File: src/rtl/tone_pkg.sv
// tone_pkg: shared types and helpers for the tone measurement path.
// Sample format is 16-bit offset binary, two samples per clock.
package tone_pkg;

  localparam int SAMPLE_W = 16;
  localparam logic [SAMPLE_W-1:0] MIDSCALE = 16'h8000;

  typedef enum logic {
    SEEK,
    TRACK
  } state_t;

  function automatic logic signed [SAMPLE_W-1:0] ob2s(
    input logic [SAMPLE_W-1:0] x
  );
    return {~x[SAMPLE_W-1], x[SAMPLE_W-2:0]};
  endfunction

  function automatic logic [SAMPLE_W-1:0] s2ob(
    input logic signed [SAMPLE_W-1:0] x
  );
    return {~x[SAMPLE_W-1], x[SAMPLE_W-2:0]};
  endfunction

endpackage

File: src/rtl/tone_meas_zc_pair.sv
// zc_pair: midscale rising-crossing detector with hysteresis.
// Evaluates s1 then s2; s2 sees the armed state left by s1.
module zc_pair
  import tone_pkg::*;
#(
  parameter int HYST = 4
) (
  input  logic                i_armed,
  input  logic [SAMPLE_W-1:0] i_s1,
  input  logic [SAMPLE_W-1:0] i_s2,
  output logic                o_hit,
  output logic                o_p,
  output logic                o_armed_next
);

  localparam logic signed [SAMPLE_W-1:0] W_TH = SAMPLE_W'(-HYST);

  logic signed [SAMPLE_W-1:0] w_a1;
  logic signed [SAMPLE_W-1:0] w_a2;
  logic w_hit1;
  logic w_hit2;
  logic w_arm1;

  assign w_a1 = ob2s(i_s1);
  assign w_a2 = ob2s(i_s2);

  assign w_hit1 = i_armed && (w_a1 >= 16'sd0);
  assign w_arm1 = w_hit1 ? 1'b0 :
                  (w_a1 <= W_TH) ? 1'b1 : i_armed;

  assign w_hit2 = w_arm1 && (w_a2 >= 16'sd0);
  assign o_armed_next = w_hit2 ? 1'b0 :
                        (w_a2 <= W_TH) ? 1'b1 : w_arm1;

  assign o_hit = w_hit1 | w_hit2;
  assign o_p   = w_hit2;

endmodule

File: src/rtl/tone_meas.sv
// tone_meas: per-period length and amplitude measurement of a
// two-sample-per-clock offset-binary stream.
module tone_meas
  import tone_pkg::*;
#(
  parameter int MAX_PERIOD = 4000,
  parameter int MIN_PERIOD = 8,
  parameter int HYST       = 4,
  parameter int PW         = 12
) (
  input  logic                clk,
  input  logic                rst,
  input  logic                in_valid,
  input  logic [SAMPLE_W-1:0] s1,
  input  logic [SAMPLE_W-1:0] s2,
  output logic                meas_valid,
  output logic [PW-1:0]       period,
  output logic [SAMPLE_W-1:0] vmax,
  output logic [SAMPLE_W-1:0] vmin,
  output logic [SAMPLE_W-1:0] pp,
  output logic                locked,
  output logic                err
);

  localparam int CW = PW + 1;
  localparam logic [CW-1:0] C_MAX = CW'(MAX_PERIOD);
  localparam logic [CW-1:0] C_MIN = CW'(MIN_PERIOD);
  localparam logic [CW-1:0] C_TWO = CW'(2);

  state_t                     r_state;
  logic                       r_armed;
  logic [CW-1:0]              r_cnt;
  logic signed [SAMPLE_W-1:0] r_emax;
  logic signed [SAMPLE_W-1:0] r_emin;

  logic                       w_hit;
  logic                       w_p;
  logic                       w_armed_nx;
  logic signed [SAMPLE_W-1:0] w_a1;
  logic signed [SAMPLE_W-1:0] w_a2;
  logic signed [SAMPLE_W-1:0] w_pmax;
  logic signed [SAMPLE_W-1:0] w_pmin;
  logic signed [SAMPLE_W-1:0] w_rmax;
  logic signed [SAMPLE_W-1:0] w_rmin;
  logic signed [SAMPLE_W-1:0] w_fmax;
  logic signed [SAMPLE_W-1:0] w_fmin;
  logic signed [SAMPLE_W-1:0] w_gmax;
  logic signed [SAMPLE_W-1:0] w_gmin;
  logic [SAMPLE_W-1:0]        w_fmax_ob;
  logic [SAMPLE_W-1:0]        w_fmin_ob;
  logic [CW-1:0]              w_cand;
  logic [CW-1:0]              w_cnt_rs;
  logic                       w_inrng;
  logic                       w_tout;

  zc_pair #(
    .HYST(HYST)
  ) u_zc (
    .i_armed     (r_armed),
    .i_s1        (s1),
    .i_s2        (s2),
    .o_hit       (w_hit),
    .o_p         (w_p),
    .o_armed_next(w_armed_nx)
  );

  assign w_a1 = ob2s(s1);
  assign w_a2 = ob2s(s2);

  assign w_pmax = (w_a1 > w_a2) ? w_a1 : w_a2;
  assign w_pmin = (w_a1 < w_a2) ? w_a1 : w_a2;

  // Extrema restart from the samples at or after the crossing.
  assign w_rmax = w_p ? w_a2 : w_pmax;
  assign w_rmin = w_p ? w_a2 : w_pmin;

  // Samples ahead of the crossing close out the old period.
  assign w_fmax = (w_p && (w_a1 > r_emax)) ? w_a1 : r_emax;
  assign w_fmin = (w_p && (w_a1 < r_emin)) ? w_a1 : r_emin;

  assign w_gmax = (w_pmax > r_emax) ? w_pmax : r_emax;
  assign w_gmin = (w_pmin < r_emin) ? w_pmin : r_emin;

  assign w_fmax_ob = s2ob(w_fmax);
  assign w_fmin_ob = s2ob(w_fmin);

  assign w_cand   = r_cnt + CW'(w_p);
  assign w_cnt_rs = C_TWO - CW'(w_p);
  assign w_inrng  = (w_cand >= C_MIN) && (w_cand <= C_MAX);
  assign w_tout   = (r_cnt + C_TWO) > C_MAX;

  // Crossing FSM, period counter, extrema and registered results.
  always_ff @(posedge clk or posedge rst) begin
    if (rst) begin
      r_state    <= SEEK;
      r_armed    <= 1'b0;
      r_cnt      <= '0;
      r_emax     <= '0;
      r_emin     <= '0;
      meas_valid <= 1'b0;
      err        <= 1'b0;
      locked     <= 1'b0;
      period     <= '0;
      vmax       <= MIDSCALE;
      vmin       <= MIDSCALE;
      pp         <= '0;
    end else begin
      meas_valid <= 1'b0;
      err        <= 1'b0;
      if (in_valid) begin
        r_armed <= w_armed_nx;
        unique case (r_state)
          SEEK: begin
            if (w_hit) begin
              r_state <= TRACK;
              r_cnt   <= w_cnt_rs;
              r_emax  <= w_rmax;
              r_emin  <= w_rmin;
            end
          end
          TRACK: begin
            if (w_hit) begin
              if (w_inrng) begin
                meas_valid <= 1'b1;
                locked     <= 1'b1;
                period     <= w_cand[PW-1:0];
                vmax       <= w_fmax_ob;
                vmin       <= w_fmin_ob;
                pp         <= w_fmax_ob - w_fmin_ob;
              end else begin
                err    <= 1'b1;
                locked <= 1'b0;
              end
              r_cnt  <= w_cnt_rs;
              r_emax <= w_rmax;
              r_emin <= w_rmin;
            end else if (w_tout) begin
              err     <= 1'b1;
              locked  <= 1'b0;
              r_state <= SEEK;
              r_cnt   <= '0;
            end else begin
              r_cnt  <= r_cnt + C_TWO;
              r_emax <= w_gmax;
              r_emin <= w_gmin;
            end
          end
          default: begin
            r_state <= SEEK;
          end
        endcase
      end
    end
  end

endmodule

File: config.mk
export PLATFORM = sky130hd
export DESIGN_NAME = tone_meas
export DESIGN_NICKNAME = d
export VERILOG_FILES = /design/src/rtl/tone_pkg.sv /design/src/rtl/tone_meas_zc_pair.sv /design/src/rtl/tone_meas.sv
export SDC_FILE = /design/constraint.sdc
export NUM_CORES = 1
export LEC_CHECK = 0
export BUFFER_PORTS_ARGS = -buffer_cell sky130_fd_sc_hd__buf_2
export CORE_MARGIN = 5
export CORE_UTILIZATION = 30
export DETAILED_ROUTE_END_ITERATION = 12
export GPL_TIMING_DRIVEN = 0
export PLACE_DENSITY = 0.46
export SETUP_SLACK_MARGIN = 0.4
export SYNTH_ARGS = -nofsm -noshare
export SYNTH_HDL_FRONTEND = slang
export SYNTH_SLANG_ARGS = --single-unit
export TNS_END_PERCENT = 50
File: constraint.sdc
create_clock -name clk -period 5.79 [get_ports clk]
set_input_delay 1.4475 -clock clk [delete_from_list [all_inputs] [get_ports clk]]
set_output_delay 1.4475 -clock clk [all_outputs]
set_load 0.02 [all_outputs]
=== After elaboration in Yosys (flattened, before gate mapping) ===
Index checks and enable logic that the tools add are counted.
W data, S select, Z words.

* Register bits: 110
* Bits of input ports: 35
* Output and inout bits: 63

* Add/subtract/negate cells: 4
* Order comparisons: 13
* Equal/unequal tests: 4
* Muxes and demuxes: 39
* Bitwise logic cells: 6
* Reductions and logical operators: 11

{| class="wikitable"
|+ Operators with widths
! cell !! number
|-
| $mux W16 || 14
|-
| $pmux W16 S2 || 2
|-
| $gt A16 B16 Y1 || 3
|-
| $lt A16 B16 Y1 || 3
|-
| $mux W13 || 3
|-
| $ge A16 B1 Y1 const B || 2
|-
| $le A16 B3 Y1 const B || 2
|-
| $pmux W13 S2 || 1
|-
| $mux W1 || 18
|-
| $sub A16 B16 Y16 || 1
|-
| $add A13 B1 Y13 || 1
|-
| $add A13 B2 Y13 const B || 1
|-
| $ge A13 B4 Y1 const B || 1
|-
| $gt A13 B12 Y1 const B || 1
|-
| $le A13 B12 Y1 const B || 1
|-
| $reduce_and A4 Y1 || 3
|-
| $ne A3 B1 Y1 const B || 2
|-
| $logic_and A1 B1 Y1 || 5
|-
| $not A1 Y1 || 5
|-
| $ne A3 B2 Y1 const B || 1
|-
| $reduce_and A3 Y1 || 1
|-
| $sub A2 B1 Y3 const A || 1
|-
| $ne A2 B1 Y1 const B || 1
|-
| $pmux W1 S2 || 1
|-
| 3 further kinds || 3
|}

=== Logic depth before layout (Yosys ltp) ===
* Word-level depth: 12
* Mapped depth: 23

=== Cells and area by module ===
Synthesis repeated with hierarchy kept, for this count alone.

* Cells, all modules: 928
* Area total of the unflattened synthesis: 8478.1 µm²

{| class="wikitable"
|+ By module, submodules not included
! module !! instances !! cells an instance !! area an instance (µm²) !! sequential area each (µm²)
|-
| tone_meas || 1 || 912 || 8354.3 || 2755.1
|-
| zc_pair || 1 || 16 || 123.9 || 0.0
|}

=== Worst setup path after synthesis ===
Ideal clock, no wire load.

* Path kind: input -> register
* Start point: input port s1[15]
* End point: register r_emax[0]
* Library setup time: 0.125 ns
* Data arrival time: 5.719 ns
* Data required time: 5.665 ns
* Path slack: -0.053 ns
* Stages: 19
* Buffers on the path: 2
* Cell sequence: inv_1 -> ha_1 -> nand4_1 -> nor2_1 -> a221o_1 -> or3_1 -> buf_2 -> xor2_2 -> a21oi_2 -> clkbuf_1 -> mux2i_1 -> ha_1 -> nand4_1 -> or3_1 -> a211o_1 -> nand2_1 -> nor4b_1 -> o41ai_4 -> mux2_2

* Longest elaborated chain between the ends: 8
* Elaborated cells on any way between the ends: 21
* Classes of those cells: order compare (4); eq/ne (3); mux (9); bitwise (2); reduce/logical (3)

{| class="wikitable"
|+ RTL lines
! item !! RTL line !! RTL
|-
| start, declared || tone_meas.sv:14 || <nowiki>input logic [SAMPLE_W-1:0] s1,</nowiki>
|-
| $not A1 Y1 (*) || tone_pkg.sv:16 || <nowiki>return {~x[SAMPLE_W-1], x[SAMPLE_W-2:0]};</nowiki>
|-
| parallel branches: the longest is 7 deep, another holds $gt A16 B16 Y1 || - ||
|-
| end signal, assigned || tone_meas.sv:117 || <nowiki>r_emax <= w_rmax;</nowiki>
|-
| end signal, assigned || tone_meas.sv:135 || <nowiki>r_emax <= w_rmax;</nowiki>
|-
| end signal, assigned || tone_meas.sv:144 || <nowiki>r_emax <= w_gmax;</nowiki>
|-
| end, declared || tone_meas.sv:33 || <nowiki>logic signed [SAMPLE_W-1:0] r_emax;</nowiki>
|}

Every way passes the cells marked *. The select of a mux whose other input is x is not followed.
A chain may end at the register's enable or synchronous reset.

=== Worst setup path in the final report ===
* Start point: input port s2[11]
* End point: register r_emin[5]

* Longest elaborated chain between the ends: 6
* Elaborated cells on any way between the ends: 16
* Classes of those cells: order compare (3); eq/ne (3); mux (7); bitwise (1); reduce/logical (2)

{| class="wikitable"
|+ RTL lines
! item !! RTL line !! RTL
|-
| start, declared || tone_meas.sv:15 || <nowiki>input logic [SAMPLE_W-1:0] s2,</nowiki>
|-
| parallel branches: the longest is 6 deep, another holds $lt A16 B16 Y1 || - ||
|-
| end signal, assigned || tone_meas.sv:118 || <nowiki>r_emin <= w_rmin;</nowiki>
|-
| end signal, assigned || tone_meas.sv:136 || <nowiki>r_emin <= w_rmin;</nowiki>
|-
| end signal, assigned || tone_meas.sv:145 || <nowiki>r_emin <= w_gmin;</nowiki>
|-
| end, declared || tone_meas.sv:34 || <nowiki>logic signed [SAMPLE_W-1:0] r_emin;</nowiki>
|}

Several ways; the timed one is not identified. The select of a mux whose other input is x is not followed.

==> impl_metrics.csv <==
group,metric,value,unit
route,wl_per_cell,20.63,um
worst_setup_path,crit_path_end_kind,"flop",
outcome,status,"finished, final reports clean",
synthesis,synth_seq_area_share,32.60,%
hold_path,worstHoldPathType,"reg2reg",
pwr,finalPower,5.633,mW
floorplanning,die_area,31630,sq um
cells_and_area,n_antenna_cell,0,
pwr,leakagePower,5.218,nW
cells_and_area,utilization,41.12,%
worst_setup_path,max_stage_delay,0.37,ns
synthesis,synthArstFlopShare,100.0,%
synthesis,synth_top_area_share,31.98,%
synthesis,ys_types,65,
grt,grt_pass1_wl,44910,um
cells_and_area,syn_to_final_growth,35.18,%
cts,clk_pin_slew_worst_paths,0.08,ns
floorplanning,die_x,177.8,um
place,portBuffers,96,
worst_setup_path,startpoint_type,"primary input",
route,drc,0,
route,drtPass1Iterations,5,
sta,rsz0062_at_grt,"yes",
sta,tightest_slew,0.7686,ns
synthesis,synth-edff-count,0,
synthesis,syn_area,8451,sq um
synthesis,syn_nets,1023,
route,postRouteAntennaNets,0,
synthesis,ys_top_cells_by_count,"dfrtp_1, ha_1, mux2_2, a21oi_1",
synthesis,yosysTopAreaCell,"dfrtp_1",
floorplanning,initial_utilization,30.42,%
floorplanning,num_rows,61,
route,drtIter0Drc,458,
cts,htreeDepth,3,
grt,grt-ovfl-total,0,
worst_setup_path,required,6.04,ns
sta,slew_violations,0,
grt,track_usage,18.59,%
cells_and_area,seq_area,2755,sq um
grt,antenna_found_initial,0,
grt,grt_max_degree,81,
place,dp_slack,-1.312,ns
place,place_congestion,0.8661,
synthesis,avgSynthCellArea,9.484,sq um
cells_and_area,fin_nets,1199,
worst_setup_path,cp_common_cell,"buf_6",
synthesis,synth_most_common_cell,"dfrtp_1",
sta,tns,0,ns
sta,relSlewSlack,48.76,%
synthesis,synth_ff_type,"dfrtp_1",
place,place_inst,1366,
sta,min_period_over_period,95.43,%
cts,tritoncts,"built",
route,via_per_inst,5.141,
cells_and_area,multiInputGateArea,6016,sq um
route,drt-total-wl,29910,um
pwr,power_density,493.1,nW/um^2
sta,finalCriticalPeriod,5.525,ns
place,hpwlAfterDp,21970,um
sta,setup_ws,0.2646,ns
worst_setup_path,worstPathMaxFanout,6,
cts,clk_path_buf_depth,2,
floorplanning,fp.dieH,177.8,um
cells_and_area,stdcell_count,1450,
worst_setup_path,cp_cell_sequence,"buf_6, inv_4, ha_4, nand4_1, nor4_4, a21boi_2, or3_4, buf_6, xor2_4, buf_6, buf_6, buf_12, clkbuf_16, mux2_4, ha_4, a21o_1, nand3_2, a21oi_2, a2111oi_4, mux2i_1, o31ai_2, o21ai_4, buf_6, mux2_2",
cells_and_area,fill_cells,2790,
synthesis,synth_area_leaders,"dfrtp_1, ha_1, mux2_2",
floorplanning,core-area,27780,sq um
flow_run,maxCapViolCount,0,
sta,skew,0.01625,ns
synthesis,synth_warnings,0,
cells_and_area,drive_gt1_share,36.38,%
synthesis,synth_cells,891,
cts,clock_sinks,110,
sta,hold_viol_final,0,
worst_setup_path,path_class,"in2reg",
sta,setup_viol,0,
worst_setup_path,crit_slowest_cell,"nor4_4",
cts,root_buffer,"clkbuf_16",
cts,numCtsBuffers,9,
floorplanning,io_pins,98,
sta,fmax,181.0,MHz
synthesis,synth-seq-cells,110,
worst_setup_path,cp.arrival,5.77,ns
pwr,vdd_drop_max,0.1646,mV
grt,grt_pass1_vias,7491,
route,dr_total_vias,7455,
cts,insertion_delay,0.37,ns
area by class of cell:
class	instances	share of cell area, %
multi-input cells	679	52.66
flip-flops and latches	110	24.12
repair buffers	165	11.04
well taps	378	4.140
plain buffers	41	2.968
inverters	61	2.234
clock buffers	12	2.158
clock inverters	4	0.6791
layout by cell type, fill, tap and decap left out, types with 11 or more instances in the layout:
master / count
mux2_4: 14
nand2b_1: 11
o21ai_0: 28
xnor2_1: 12
clkbuf_16: 11
buf_4: 63
nor2b_1: 12
mux2i_1: 45
nor2_1: 54
dfrtp_1: 108
ha_1: 68
nand2_1: 55
buf_6: 26
buf_2: 80
nand3_1: 18
a21oi_1: 70
ha_4: 27
xor2_1: 15
inv_1: 48
mux2_2: 68
a21o_1: 14
nand4_1: 19
clkbuf_1: 14
registers in the layout (all words and copies together) (netlist names):
name and cells:
locked 1, period 12, meas_valid 1, r_cnt 13, vmax 16, r_armed 1, err 1, r_state 1
pp 16, r_emin 16, r_emax 16, vmin 16
per-layer routing:
layer	wire length, um	GRT usage (%)	vias to the layer above
li1	-	-	3596
met1	13510	24.68	3650
met2	14580	31.83	176
met3	1213	2.833	33
met4	610	4.544	0
met5	0	0	-
worst max-delay path, delay by kind of cell:
| kind | cells | cell delay (ns) |
|---|---|---|
| AO/OA/AOI/OAI | 6 | 1.16 |
| XOR/XNOR | 1 | 0.19 |
| adder cells (fa/ha/maj) | 2 | 0.49 |
| buffers and inverters | 8 | 0.92 |
| multiplexers | 3 | 0.73 |
| AND/OR/NAND/NOR | 4 | 0.81 |
metrics by stage:
step / instance area (sq um) / hold WS (ns)
after CTS: 10560 / 0.4948
after detailed placement: 9577 / 0.4662
after global routing: 11420 / 0.5082
final: 11420 / 0.4890
after floorplan: 8591 / 0.4825
after global placement: 9544 / 0.4626
path summary, 6_finish.rpt:
| check | slack (ns) | depth (start not counted) | startpoint | endpoint |
|---|---|---|---|---|
| worst max register to register | 1.35 | 24 | r_emax[5] | pp[15] |
| worst max-delay path | 0.26 | 24 | s2[11] | r_emin[5] |
| max in group asynchronous | 4.02 | 3 | rst | pp[8] |
| worst min-delay path | 0.49 | 1 | locked | locked |
| worst min register to register | 0.49 | 1 | locked | locked |
| min in group asynchronous | 1.05 | 2 | rst | vmax[10] |
report_power, final:
part | switching, mW | internal, mW | total (mW)
sequential | 0.194 | 1.09 | 1.28
clock | 0.314 | 0.395 | 0.709
combinational | 2.00 | 1.64 | 3.64
total | 2.51 | 3.12 | 5.63
cells by family (layout without fill, tap and decap cells):
kind of cell | after synthesis | after routing | synth area share (%)
mux | 132 | 132 | 16.89
fa+ha+maj | 97 | 97 | 14.45
compound gates | 203 | 203 | 15.31
xor+xnor | 28 | 28 | 2.991
flops | 110 | 110 | 32.60
simple gates | 219 | 219 | 12.81
buf+inv | 102 | 283 | 4.945
repair_timing:
item                                    in CTS  in global routing
pin swaps                                   26                 40
setup buffers                               31                 33
endpoints found under the setup margin      94                 94
gates cloned                                 1                  3
hold buffers                                 0                  0
resized for setup                          100                123
Power figures use the tool's default switching activity.
